**src/rtl/pipe_hazard_ctrl_if.sv**
```systemverilog
// Hazard-control bundle between the datapath (master) and pipe_hazard_ctrl (slave).
interface pipe_hazard_ctrl_if;
  logic [4:0]  id_rs1;
  logic [4:0]  id_rs2;
  logic [4:0]  ex_rd;
  logic        ex_mem_read;
  logic        ex_branch_taken;
  logic        mem_req;
  logic        mem_ready;
  logic        pc_en;
  logic        if_de_en;
  logic        de_ex_en;
  logic        ex_mem_en;
  logic        mem_wb_en;
  logic        if_de_flush;
  logic        de_ex_flush;
  logic        mem_wb_flush;
  logic        mem_err;
  logic [31:0] perf_stall_cycles;
  logic [31:0] perf_flush_count;

  modport master (
    output id_rs1, id_rs2, ex_rd, ex_mem_read, ex_branch_taken, mem_req, mem_ready,
    input  pc_en, if_de_en, de_ex_en, ex_mem_en, mem_wb_en,
    input  if_de_flush, de_ex_flush, mem_wb_flush, mem_err,
    input  perf_stall_cycles, perf_flush_count
  );

  modport slave (
    input  id_rs1, id_rs2, ex_rd, ex_mem_read, ex_branch_taken, mem_req, mem_ready,
    output pc_en, if_de_en, de_ex_en, ex_mem_en, mem_wb_en,
    output if_de_flush, de_ex_flush, mem_wb_flush, mem_err,
    output perf_stall_cycles, perf_flush_count
  );
endinterface

```
**src/rtl/pipe_hazard_ctrl.sv**
```systemverilog
// Stall/flush controller for the 5-stage pipeline: load-use, taken branch, data-memory wait.
// Perf counters are built only when PIPE_HAZARD_PERF_EN is defined.
module pipe_hazard_ctrl #(
  parameter int unsigned MEM_TIMEOUT = 255
) (
  input logic               clk,
  input logic               rst,
  pipe_hazard_ctrl_if.slave hz
);
  localparam int unsigned CntW = $clog2(MEM_TIMEOUT + 1);

  typedef enum logic [1:0] {StRun, StMemWait, StTrap} state_e;

  state_e            state_q, state_d;
  logic [CntW-1:0]   wait_cnt_q, wait_cnt_d;
  logic              mem_err_q, mem_err_d;

  logic pc_en_c, if_de_en_c, de_ex_en_c, ex_mem_en_c, mem_wb_en_c;
  logic if_de_flush_c, de_ex_flush_c, mem_wb_flush_c;
  logic flush_evt;
  logic run_eval;
  logic load_use;

  assign load_use = hz.ex_mem_read && (hz.ex_rd != 5'd0) &&
                    ((hz.ex_rd == hz.id_rs1) || (hz.ex_rd == hz.id_rs2));

  always_comb begin
    state_d        = state_q;
    wait_cnt_d     = wait_cnt_q;
    mem_err_d      = mem_err_q;
    pc_en_c        = 1'b1;
    if_de_en_c     = 1'b1;
    de_ex_en_c     = 1'b1;
    ex_mem_en_c    = 1'b1;
    mem_wb_en_c    = 1'b1;
    if_de_flush_c  = 1'b0;
    de_ex_flush_c  = 1'b0;
    mem_wb_flush_c = 1'b0;
    flush_evt      = 1'b0;
    run_eval       = 1'b0;

    unique case (state_q)
      StRun: begin
        if (hz.mem_req && !hz.mem_ready) begin
          state_d    = StMemWait;
          wait_cnt_d = CntW'(1);
        end else begin
          run_eval = 1'b1;
        end
      end
      StMemWait: begin
        if (!hz.mem_ready) begin
          if (wait_cnt_q == CntW'(MEM_TIMEOUT)) begin
            state_d   = StTrap;
            mem_err_d = 1'b1;
          end else begin
            wait_cnt_d = wait_cnt_q + CntW'(1);
          end
        end else begin
          // Completion: the frozen EX hazards get evaluated in this same cycle.
          run_eval   = 1'b1;
          state_d    = StRun;
          wait_cnt_d = '0;
        end
      end
      StTrap: begin
        state_d = StTrap;
      end
      default: begin
        state_d    = StRun;
        wait_cnt_d = '0;
      end
    endcase

    if (run_eval) begin
      if (hz.ex_branch_taken) begin
        if_de_flush_c = 1'b1;
        de_ex_flush_c = 1'b1;
        flush_evt     = 1'b1;
      end else if (load_use) begin
        pc_en_c       = 1'b0;
        if_de_en_c    = 1'b0;
        de_ex_flush_c = 1'b1;
      end
    end else begin
      pc_en_c        = 1'b0;
      if_de_en_c     = 1'b0;
      de_ex_en_c     = 1'b0;
      ex_mem_en_c    = 1'b0;
      mem_wb_en_c    = 1'b0;
      // Bubble into WB so a held MEM result is not written back twice.
      mem_wb_flush_c = (state_q != StTrap);
    end
  end

  always_ff @(posedge clk or negedge rst) begin
    if (!rst) begin
      state_q    <= StRun;
      wait_cnt_q <= '0;
      mem_err_q  <= 1'b0;
    end else begin
      state_q    <= state_d;
      wait_cnt_q <= wait_cnt_d;
      mem_err_q  <= mem_err_d;
    end
  end

  assign hz.pc_en        = rst & pc_en_c;
  assign hz.if_de_en     = rst & if_de_en_c;
  assign hz.de_ex_en     = rst & de_ex_en_c;
  assign hz.ex_mem_en    = rst & ex_mem_en_c;
  assign hz.mem_wb_en    = rst & mem_wb_en_c;
  assign hz.if_de_flush  = rst & if_de_flush_c;
  assign hz.de_ex_flush  = rst & de_ex_flush_c;
  assign hz.mem_wb_flush = rst & mem_wb_flush_c;
  assign hz.mem_err      = mem_err_q;

`ifdef PIPE_HAZARD_PERF_EN
  logic [31:0] stall_cnt_q, stall_cnt_d;
  logic [31:0] flush_cnt_q, flush_cnt_d;

  // Both counters saturate instead of wrapping.
  always_comb begin
    stall_cnt_d = stall_cnt_q;
    flush_cnt_d = flush_cnt_q;
    if (!pc_en_c && (stall_cnt_q != 32'hFFFF_FFFF)) begin
      stall_cnt_d = stall_cnt_q + 32'd1;
    end
    if (flush_evt && (flush_cnt_q != 32'hFFFF_FFFF)) begin
      flush_cnt_d = flush_cnt_q + 32'd1;
    end
  end

  always_ff @(posedge clk or negedge rst) begin
    if (!rst) begin
      stall_cnt_q <= '0;
      flush_cnt_q <= '0;
    end else begin
      stall_cnt_q <= stall_cnt_d;
      flush_cnt_q <= flush_cnt_d;
    end
  end

  assign hz.perf_stall_cycles = stall_cnt_q;
  assign hz.perf_flush_count  = flush_cnt_q;
`else
  logic unused_flush_evt;
  assign unused_flush_evt     = flush_evt;
  assign hz.perf_stall_cycles = 32'd0;
  assign hz.perf_flush_count  = 32'd0;
`endif
endmodule

```
**src/flat_wrapper.sv**
```systemverilog
// flat-port wrapper written by rule: the top's interface ports become plain ports
module pipe_hazard_ctrl_flat 
#(
  parameter int unsigned MEM_TIMEOUT = 255
)
  (clk, rst, hz_id_rs1, hz_id_rs2, hz_ex_rd, hz_ex_mem_read, hz_ex_branch_taken, hz_mem_req, hz_mem_ready, hz_pc_en, hz_if_de_en, hz_de_ex_en, hz_ex_mem_en, hz_mem_wb_en, hz_if_de_flush, hz_de_ex_flush, hz_mem_wb_flush, hz_mem_err, hz_perf_stall_cycles, hz_perf_flush_count);
  pipe_hazard_ctrl_if hz_i ();
  input logic clk;
  input logic rst;
  input wire logic [$bits(hz_i.id_rs1)-1:0] hz_id_rs1;
  input wire logic [$bits(hz_i.id_rs2)-1:0] hz_id_rs2;
  input wire logic [$bits(hz_i.ex_rd)-1:0] hz_ex_rd;
  input wire logic [$bits(hz_i.ex_mem_read)-1:0] hz_ex_mem_read;
  input wire logic [$bits(hz_i.ex_branch_taken)-1:0] hz_ex_branch_taken;
  input wire logic [$bits(hz_i.mem_req)-1:0] hz_mem_req;
  input wire logic [$bits(hz_i.mem_ready)-1:0] hz_mem_ready;
  output wire logic [$bits(hz_i.pc_en)-1:0] hz_pc_en;
  output wire logic [$bits(hz_i.if_de_en)-1:0] hz_if_de_en;
  output wire logic [$bits(hz_i.de_ex_en)-1:0] hz_de_ex_en;
  output wire logic [$bits(hz_i.ex_mem_en)-1:0] hz_ex_mem_en;
  output wire logic [$bits(hz_i.mem_wb_en)-1:0] hz_mem_wb_en;
  output wire logic [$bits(hz_i.if_de_flush)-1:0] hz_if_de_flush;
  output wire logic [$bits(hz_i.de_ex_flush)-1:0] hz_de_ex_flush;
  output wire logic [$bits(hz_i.mem_wb_flush)-1:0] hz_mem_wb_flush;
  output wire logic [$bits(hz_i.mem_err)-1:0] hz_mem_err;
  output wire logic [$bits(hz_i.perf_stall_cycles)-1:0] hz_perf_stall_cycles;
  output wire logic [$bits(hz_i.perf_flush_count)-1:0] hz_perf_flush_count;
  assign hz_i.id_rs1 = hz_id_rs1;
  assign hz_i.id_rs2 = hz_id_rs2;
  assign hz_i.ex_rd = hz_ex_rd;
  assign hz_i.ex_mem_read = hz_ex_mem_read;
  assign hz_i.ex_branch_taken = hz_ex_branch_taken;
  assign hz_i.mem_req = hz_mem_req;
  assign hz_i.mem_ready = hz_mem_ready;
  assign hz_pc_en = hz_i.pc_en;
  assign hz_if_de_en = hz_i.if_de_en;
  assign hz_de_ex_en = hz_i.de_ex_en;
  assign hz_ex_mem_en = hz_i.ex_mem_en;
  assign hz_mem_wb_en = hz_i.mem_wb_en;
  assign hz_if_de_flush = hz_i.if_de_flush;
  assign hz_de_ex_flush = hz_i.de_ex_flush;
  assign hz_mem_wb_flush = hz_i.mem_wb_flush;
  assign hz_mem_err = hz_i.mem_err;
  assign hz_perf_stall_cycles = hz_i.perf_stall_cycles;
  assign hz_perf_flush_count = hz_i.perf_flush_count;
  pipe_hazard_ctrl #(.MEM_TIMEOUT(MEM_TIMEOUT)) u_core (.clk(clk), .rst(rst), .hz(hz_i));
endmodule
```
**config.mk**
```make
export PLATFORM = sky130hd
export DESIGN_NAME = pipe_hazard_ctrl_flat
export DESIGN_NICKNAME = d
export VERILOG_FILES = /design/src/rtl/pipe_hazard_ctrl_if.sv /design/src/rtl/pipe_hazard_ctrl.sv /design/src/flat_wrapper.sv
export SDC_FILE = /design/constraint.sdc
export NUM_CORES = 1
export LEC_CHECK = 0
export BUFFER_PORTS_ARGS = -buffer_cell sky130_fd_sc_hd__buf_2
export CORE_MARGIN = 10
export CORE_UTILIZATION = 37
export CTS_CLUSTER_SIZE = 40
export DETAILED_ROUTE_END_ITERATION = 7
export HOLD_SLACK_MARGIN = 0.12
export PLACE_DENSITY = 0.86
export SYNTH_ARGS = -nofsm -noshare
export SYNTH_HDL_FRONTEND = slang
export SYNTH_SLANG_ARGS = --single-unit
export TNS_END_PERCENT = 1
```
**constraint.sdc**
```tcl
create_clock -name clk -period 1.8 [get_ports clk]
set_clock_uncertainty 0.2 [all_clocks]
set_input_delay 0.09 -clock clk [delete_from_list [all_inputs] [get_ports clk]]
set_output_delay 0.09 -clock clk [all_outputs]
set_load 0.01 [all_outputs]
```
==> results.toml, run 1 <==
[status]
status = "complete, no violations"

[worst_setup_path]
cp_slowest_cell = "dlygate4sd3_1"
path_class = "in2reg"
max_stage_delay_ns = 0.59
worstPathCellList = "buf_2 -> dlygate4sd3_1 -> or3b_1 -> o221ai_2 -> xor2_1 -> nor2_1"
crit_required_ns = 1.75
path_buf_inv = 2
critPathLaunchType = "primary input"
arrival_ns = 1.70
end_kind = "flop"
crit_family = "buffers and inverters"
crit_path_max_fanout = 6

[cts]
path_clk_slew_ns = 0.07
clock_latency_ns = 0.27
ctsLongestPathBuffers = 2
cts_post_setup_buffers_inserted = 0
cts_buffers = 3
h-tree-depth = 1
clockRootBuffer = "clkbuf_4"
cts.sinks = 11
cts_tree = "yes"

[cells_and_area]
drive_gt1_frac = 0.250
antenna_cells = 0
multi_input_area_um2 = 766
seq_area_um2 = 275
syn2layout_area_growth_pct = 4.05
filler_cell_count = 385
nets = 219
postLayoutCellArea_um2 = 1380

[timing]
finalCritPeriodShare = 0.972
worstMarginPinSlew_ns = 0.536
setup_tns_ns = 0
timing.fmax_ghz = 0.572
rsz0062_at_grt = "false"
slew_violations = 0
period_needed_ns = 1.75
setup_violations = 0
holdWs_ns = 0.171
hold_viol = 0
slew_headroom = 0.641

[run]
maxCapViolations = 0

[power_and_ir_drop]
p_per_area_nw_per_um2 = 496
fin_total_pwr_mw = 0.686
power_leakage_nw = 0.701
vdd_drop_max_v = 0.000341

[logic_synthesis]
synth_top_family_by_area = "buffers and inverters"
muxShareOfSynthArea = 0.00753
ys_top_cells_by_area = "buf_4 38%, dfrtp_1 21%, xnor2_1 7.2%, o21ai_0 2.3%, a2111oi_4 2.1%"
synth_area_um2 = 1330
synth_compound_gate_area_share = 0.164
synth-xor-area-share = 0.0856
synth_edf_count = 0
synth-seq-area-share = 0.207
synth_cell_types = 39
yosys.area.top_type = "buf_4"
avgSynthCellArea_um2 = 8.42
syn_inst = 158
synth_seq_cells = 11
synth-adder-area-share = 0.00941
synth.most_common_cell = "buf_4"
synth_top_area_share = 0.384
synth_simple_gate_area_frac = 0.123
ys.flop_type = "dfrtp_1"
synthTopCellsByCount = "68 x buf_4, 11 x dfrtp_1, 11 x xnor2_1"
async_reset_ff_frac = 1.00
yosysWarnings = 0

[grt]
grt_pass1_vias = 1060
grt_pass1_wl_um = 4930
grt_use_total = 0.0938
grt.overflow.total = 0
grt_max_degree = 17
antenna_found_initial = 0

[route]
initialDrtViolationCount = 35
via_count = 986
wl_per_cell_um = 13.2
first_pass_iters = 6
drc = 0
wl_um = 3190
via_per_inst = 4.07
ant_nets = 0

[floorplanning]
coreArea_um2 = 3420
die_w_um = 80.0
start_util = 0.389
io_pins = 94
rows = 21
die_h_um = 80.0
die_area_um2 = 6390

[placement]
gp_congestion = 0.905
placed_cell_area_um2 = 1300
dp_hpwl_um = 2670
io_buffers = 29

[min_path]
hold_path_class = "in2reg"
-- layout by cell type, fill, tap and decap left out, types with 2 or more instances in the layout --
master | netlist | layout
buf_2 | 0 | 29
a21oi_1 | 4 | 4
xnor2_1 | 11 | 11
nor2_2 | 1 | 2
nand2_1 | 6 | 6
conb_1 | 1 | 64
inv_1 | 5 | 4
o22ai_1 | 2 | 2
dfrtp_1 | 11 | 11
a31oi_1 | 2 | 2
o21ai_0 | 6 | 5
clkbuf_4 | 0 | 3
buf_4 | 68 | 6
a211oi_1 | 3 | 3
xor2_1 | 2 | 2
nor2_1 | 6 | 5
o21ai_1 | 2 | 2
nand3_1 | 5 | 5
dlygate4sd3_1 | 0 | 5
-- per-stage QoR --
stage | worst slack [ns] | std cells | util
3_5_place_dp | 0.0961 | 233 | 0.381
6_report | 0.0508 | 242 | 0.405
3_3_place_gp | 0.127 | 233 | 0.381
2_1_floorplan | 0.0993 | 221 | -
4_1_cts | 0.00830 | 242 | 0.403
5_1_grt | 0.00308 | 242 | 0.405
-- power breakdown --
| part | switching (mW) | internal, mW | leakage, nW |
|---|---|---|---|
| registers | 0.00875 | 0.258 | 0.149 |
| logic | 0.162 | 0.0898 | 0.537 |
| clock network | 0.0812 | 0.0859 | 0.0150 |
-- area by class of cell --
class	instances	share of cell area
clock buffer	4	0.0190
inverter	5	0.0136
multi-input combinational	136	0.553
sequential	11	0.199
tap	46	0.0416
timing repair buffer	40	0.174
-- tightest hold or removal path, cell delays in order --
cell	delay, ns
buf_2	0.15
nor2_1	0.07
buf_4	0.15
o21ai_0	0.07
a211oi_1	0.07
-- metal layers --
metal / part of all wire / vias to the layer above / global-route usage
li1: - / 481 / -
met1: 0.37 / 448 / 0.0986
met2: 0.54 / 52 / 0.173
met3: 0.084 / 5 / 0.0327
met4: 0.0060 / 0 / 0.0211
met5: 0 / - / 0
-- repair_timing --
action,4_1_cts,5_1_grt
hold buffers,5,0
endpoints found under the hold margin,14,0
resized for setup,0,5
setup endpoints to repair,0,4
-- cell families after synthesis --
kind of cell,after synthesis
simple gates,28
compound gates,29
buf+inv,74
flops,11
fa+ha+maj,1
other cells,1
mux,1
xor+xnor,13
-- sequential cells by signal (all words and copies together) (netlist names) --
signal             count
u_core.wait_cnt_q      8
u_core.state_q         2
u_core.hz.mem_err      1
-- worst paths after layout --
kind                       depth (start not counted)  slack [ns]              endpoint            startpoint
setup / recovery                                   6        0.05  u_core.wait_cnt_q[4]          hz_mem_ready
setup reg to reg                                   5        0.10  u_core.wait_cnt_q[7]  u_core.wait_cnt_q[0]
max in group asynchronous                          4        0.24  u_core.wait_cnt_q[5]                   rst
hold reg to reg                                    1        0.27     u_core.hz.mem_err     u_core.hz.mem_err
hold / removal                                     5        0.17  u_core.wait_cnt_q[2]          hz_mem_ready
min in group asynchronous                          4        0.81  u_core.wait_cnt_q[7]                   rst
Note: power is estimated with default switching activity, not from simulation.
==> inputs of run 2 (changes only) <==
CORE_UTILIZATION = 29   (was 37)
PLACE_DENSITY = 0.7   (was 0.86)
clock period = 1.7 ns   (was 1.8 ns; I/O delays follow)
==> run 2 against run 1 <==
Net effect:
- register-to-register slack worse by 0.06 ns
- worst hold slack worse by 0.11 ns
- cell count is 2.5% higher
- critical path depth is 1 lower
- power is 19% higher
- cell area is 3.3% higher
- clock power is 60% higher
- clock-buffer cell count stayed put
- flip-flop and latch count stayed put
- routed wire length is 0.25% higher
==> results.toml, run 2 (synthesized netlist as in run 1, its figures left out) <==
[status]
status = "complete, no violations"

[placement]
pre_cts_ws_ns = 0.0202
io_buffers = 29
gp_congestion = 0.781
placed_cells = 240
dp_hpwl_um = 2720

[worst_setup_path]
crit_end = "u_core.wait_cnt_q[7]"
critPathLaunchType = "flop"
r2r_slack_ns = 0.04
crit_path_max_fanout = 2
worstSetupPathDepth = 5
end_kind = "flop"
max_stage_delay_ns = 0.37
path_class = "reg2reg"
crit_required_ns = 1.62
crit_family = "flip-flops"
arrival_ns = 1.58
rr_worst_depth = 5
r2r-end = "u_core.wait_cnt_q[7]"
r2r-start = "u_core.wait_cnt_q[0]"
worstPathCellList = "ha_1 -> and3_4 -> a2111oi_4 -> xnor2_1 -> nor2_2"
path_buf_inv = 0
cp_slowest_cell = "dfrtp_1"
crit_path_start = "u_core.wait_cnt_q[0]"

[floorplanning]
die_w_um = 87.7
start_util = 0.303
coreArea_um2 = 4380
die_area_um2 = 7690
rows = 24
io_pins = 94
die_h_um = 87.7

[cells_and_area]
largest_reg_flops = 8
mostFrequentLayoutCells = "64 x conb_1, 29 x buf_2, 11 x xnor2_1, 11 x dfrtp_1, 8 x buf_4"
nets = 219
regMostFlops = "u_core.wait_cnt_q"
utilization = 0.326
final_common_cell = "conb_1"
drive_gt1_frac = 0.286
filler_cell_count = 485
antenna_cells = 0
final-instance-count-excl-fill = 248
syn2layout_area_growth_pct = 7.43

[timing]
hold_viol = 0
period_needed_ns = 1.66
setup_ws_ns = 0.0403
finalCritPeriodShare = 0.976
holdWs_ns = 0.0568
timing.fmax_ghz = 0.603
setup_violations = 0
slew_violations = 0
rsz0062_at_grt = "true"

[min_path]
hold_path_class = "in2reg"

[grt]
grt_pass1_vias = 1000
antenna_found_initial = 0
grt_pass1_wl_um = 4660
grt_max_degree = 17
grt.overflow.total = 0
grt_use_total = 0.0742

[route]
via_count = 1007
wl_um = 3200
initialDrtViolationCount = 21
via_per_inst = 4.06
wl_per_cell_um = 12.9
ant_nets = 0
drc = 0
first_pass_iters = 4

[power_and_ir_drop]
vdd_drop_max_v = 0.000423
power_leakage_nw = 0.721
p_per_area_nw_per_um2 = 572

[cts]
cts_tree = "yes"
cts_buffers = 3
path_clk_slew_ns = 0.05
cts.sinks = 11
h-tree-depth = 1
clockRootBuffer = "clkbuf_8"
ctsLongestPathBuffers = 2
clock_latency_ns = 0.24

[run]
maxCapViolations = 0
run 2: cell types whose count changed in the layout (fill, tap and decap cells not counted), moves of 2 or more:
| cell | previous run | this run |
|---|---|---|
| clkbuf_4 | 3 | 0 |
| buf_4 | 6 | 8 |
| clkbuf_8 | 0 | 3 |
| dlygate4sd3_1 | 5 | 2 |
run 2: repair_timing:
action,CTS,global route
buffers inserted,2,0
resized for setup,1,9
pin swaps,1,3
hold endpoints to repair,14,2
hold buffers,1,1
endpoints found under the setup margin,3,17
run 2: report_power, final:
part,total (mW),switching [mW],internal (mW)
combinational,0.268,0.172,0.0967
sequential,0.281,0.00795,0.274
clock,0.267,0.102,0.165
run 2: how the worst min path moves through the flow:
stage	start	to	slack (ns)	depth (start not counted)
finish	hz_mem_req	u_core.state_q[0]	0.06	3
detailed placement	rst	u_core.state_q[0]	-0.17	2
CTS	hz_mem_ready	u_core.state_q[0]	-0.09	2
global route	hz_mem_req	u_core.state_q[0]	0.05	3
floorplan	rst	u_core.hz.mem_err	-0.41	0
global placement	rst	u_core.state_q[0]	-0.17	2
run 2: layer usage:
metal | up-vias | GRT usage | wire length, um
met1 | 472 | 0.0757 | 1130
met2 | 51 | 0.136 | 1710
met4 | 0 | 0.0174 | 15
met3 | 2 | 0.0316 | 339
met5 | - | 0 | 0
li1 | 482 | - | -
run 2: cell type report:
type / instances / area (um2) / area share
repair buffers: 40 / 236 / 0.165
flip-flops and latches: 11 / 275 / 0.193
well taps: 52 / 65.1 / 0.0455
clock buffers: 4 / 45.0 / 0.0315
multi-input cells: 136 / 788 / 0.552
inverters: 5 / 18.8 / 0.0131
run 2: tightest hold or removal path, cell delays in order:
cell and delay, ns:
buf_2 0.13, nor2_1 0.16, a2111oi_1 0.08
run 2: stage by stage:
stage / power (mW) / TNS [ns] / cell area (um2)
2_1_floorplan: 0.561 / 0 / 1570
3_3_place_gp: 0.528 / 0 / 1320
3_5_place_dp: 0.534 / 0 / 1320
4_1_cts: 0.814 / 0 / 1390
5_1_grt: 0.877 / -0.169 / 1430
6_report: 0.817 / 0 / 1430
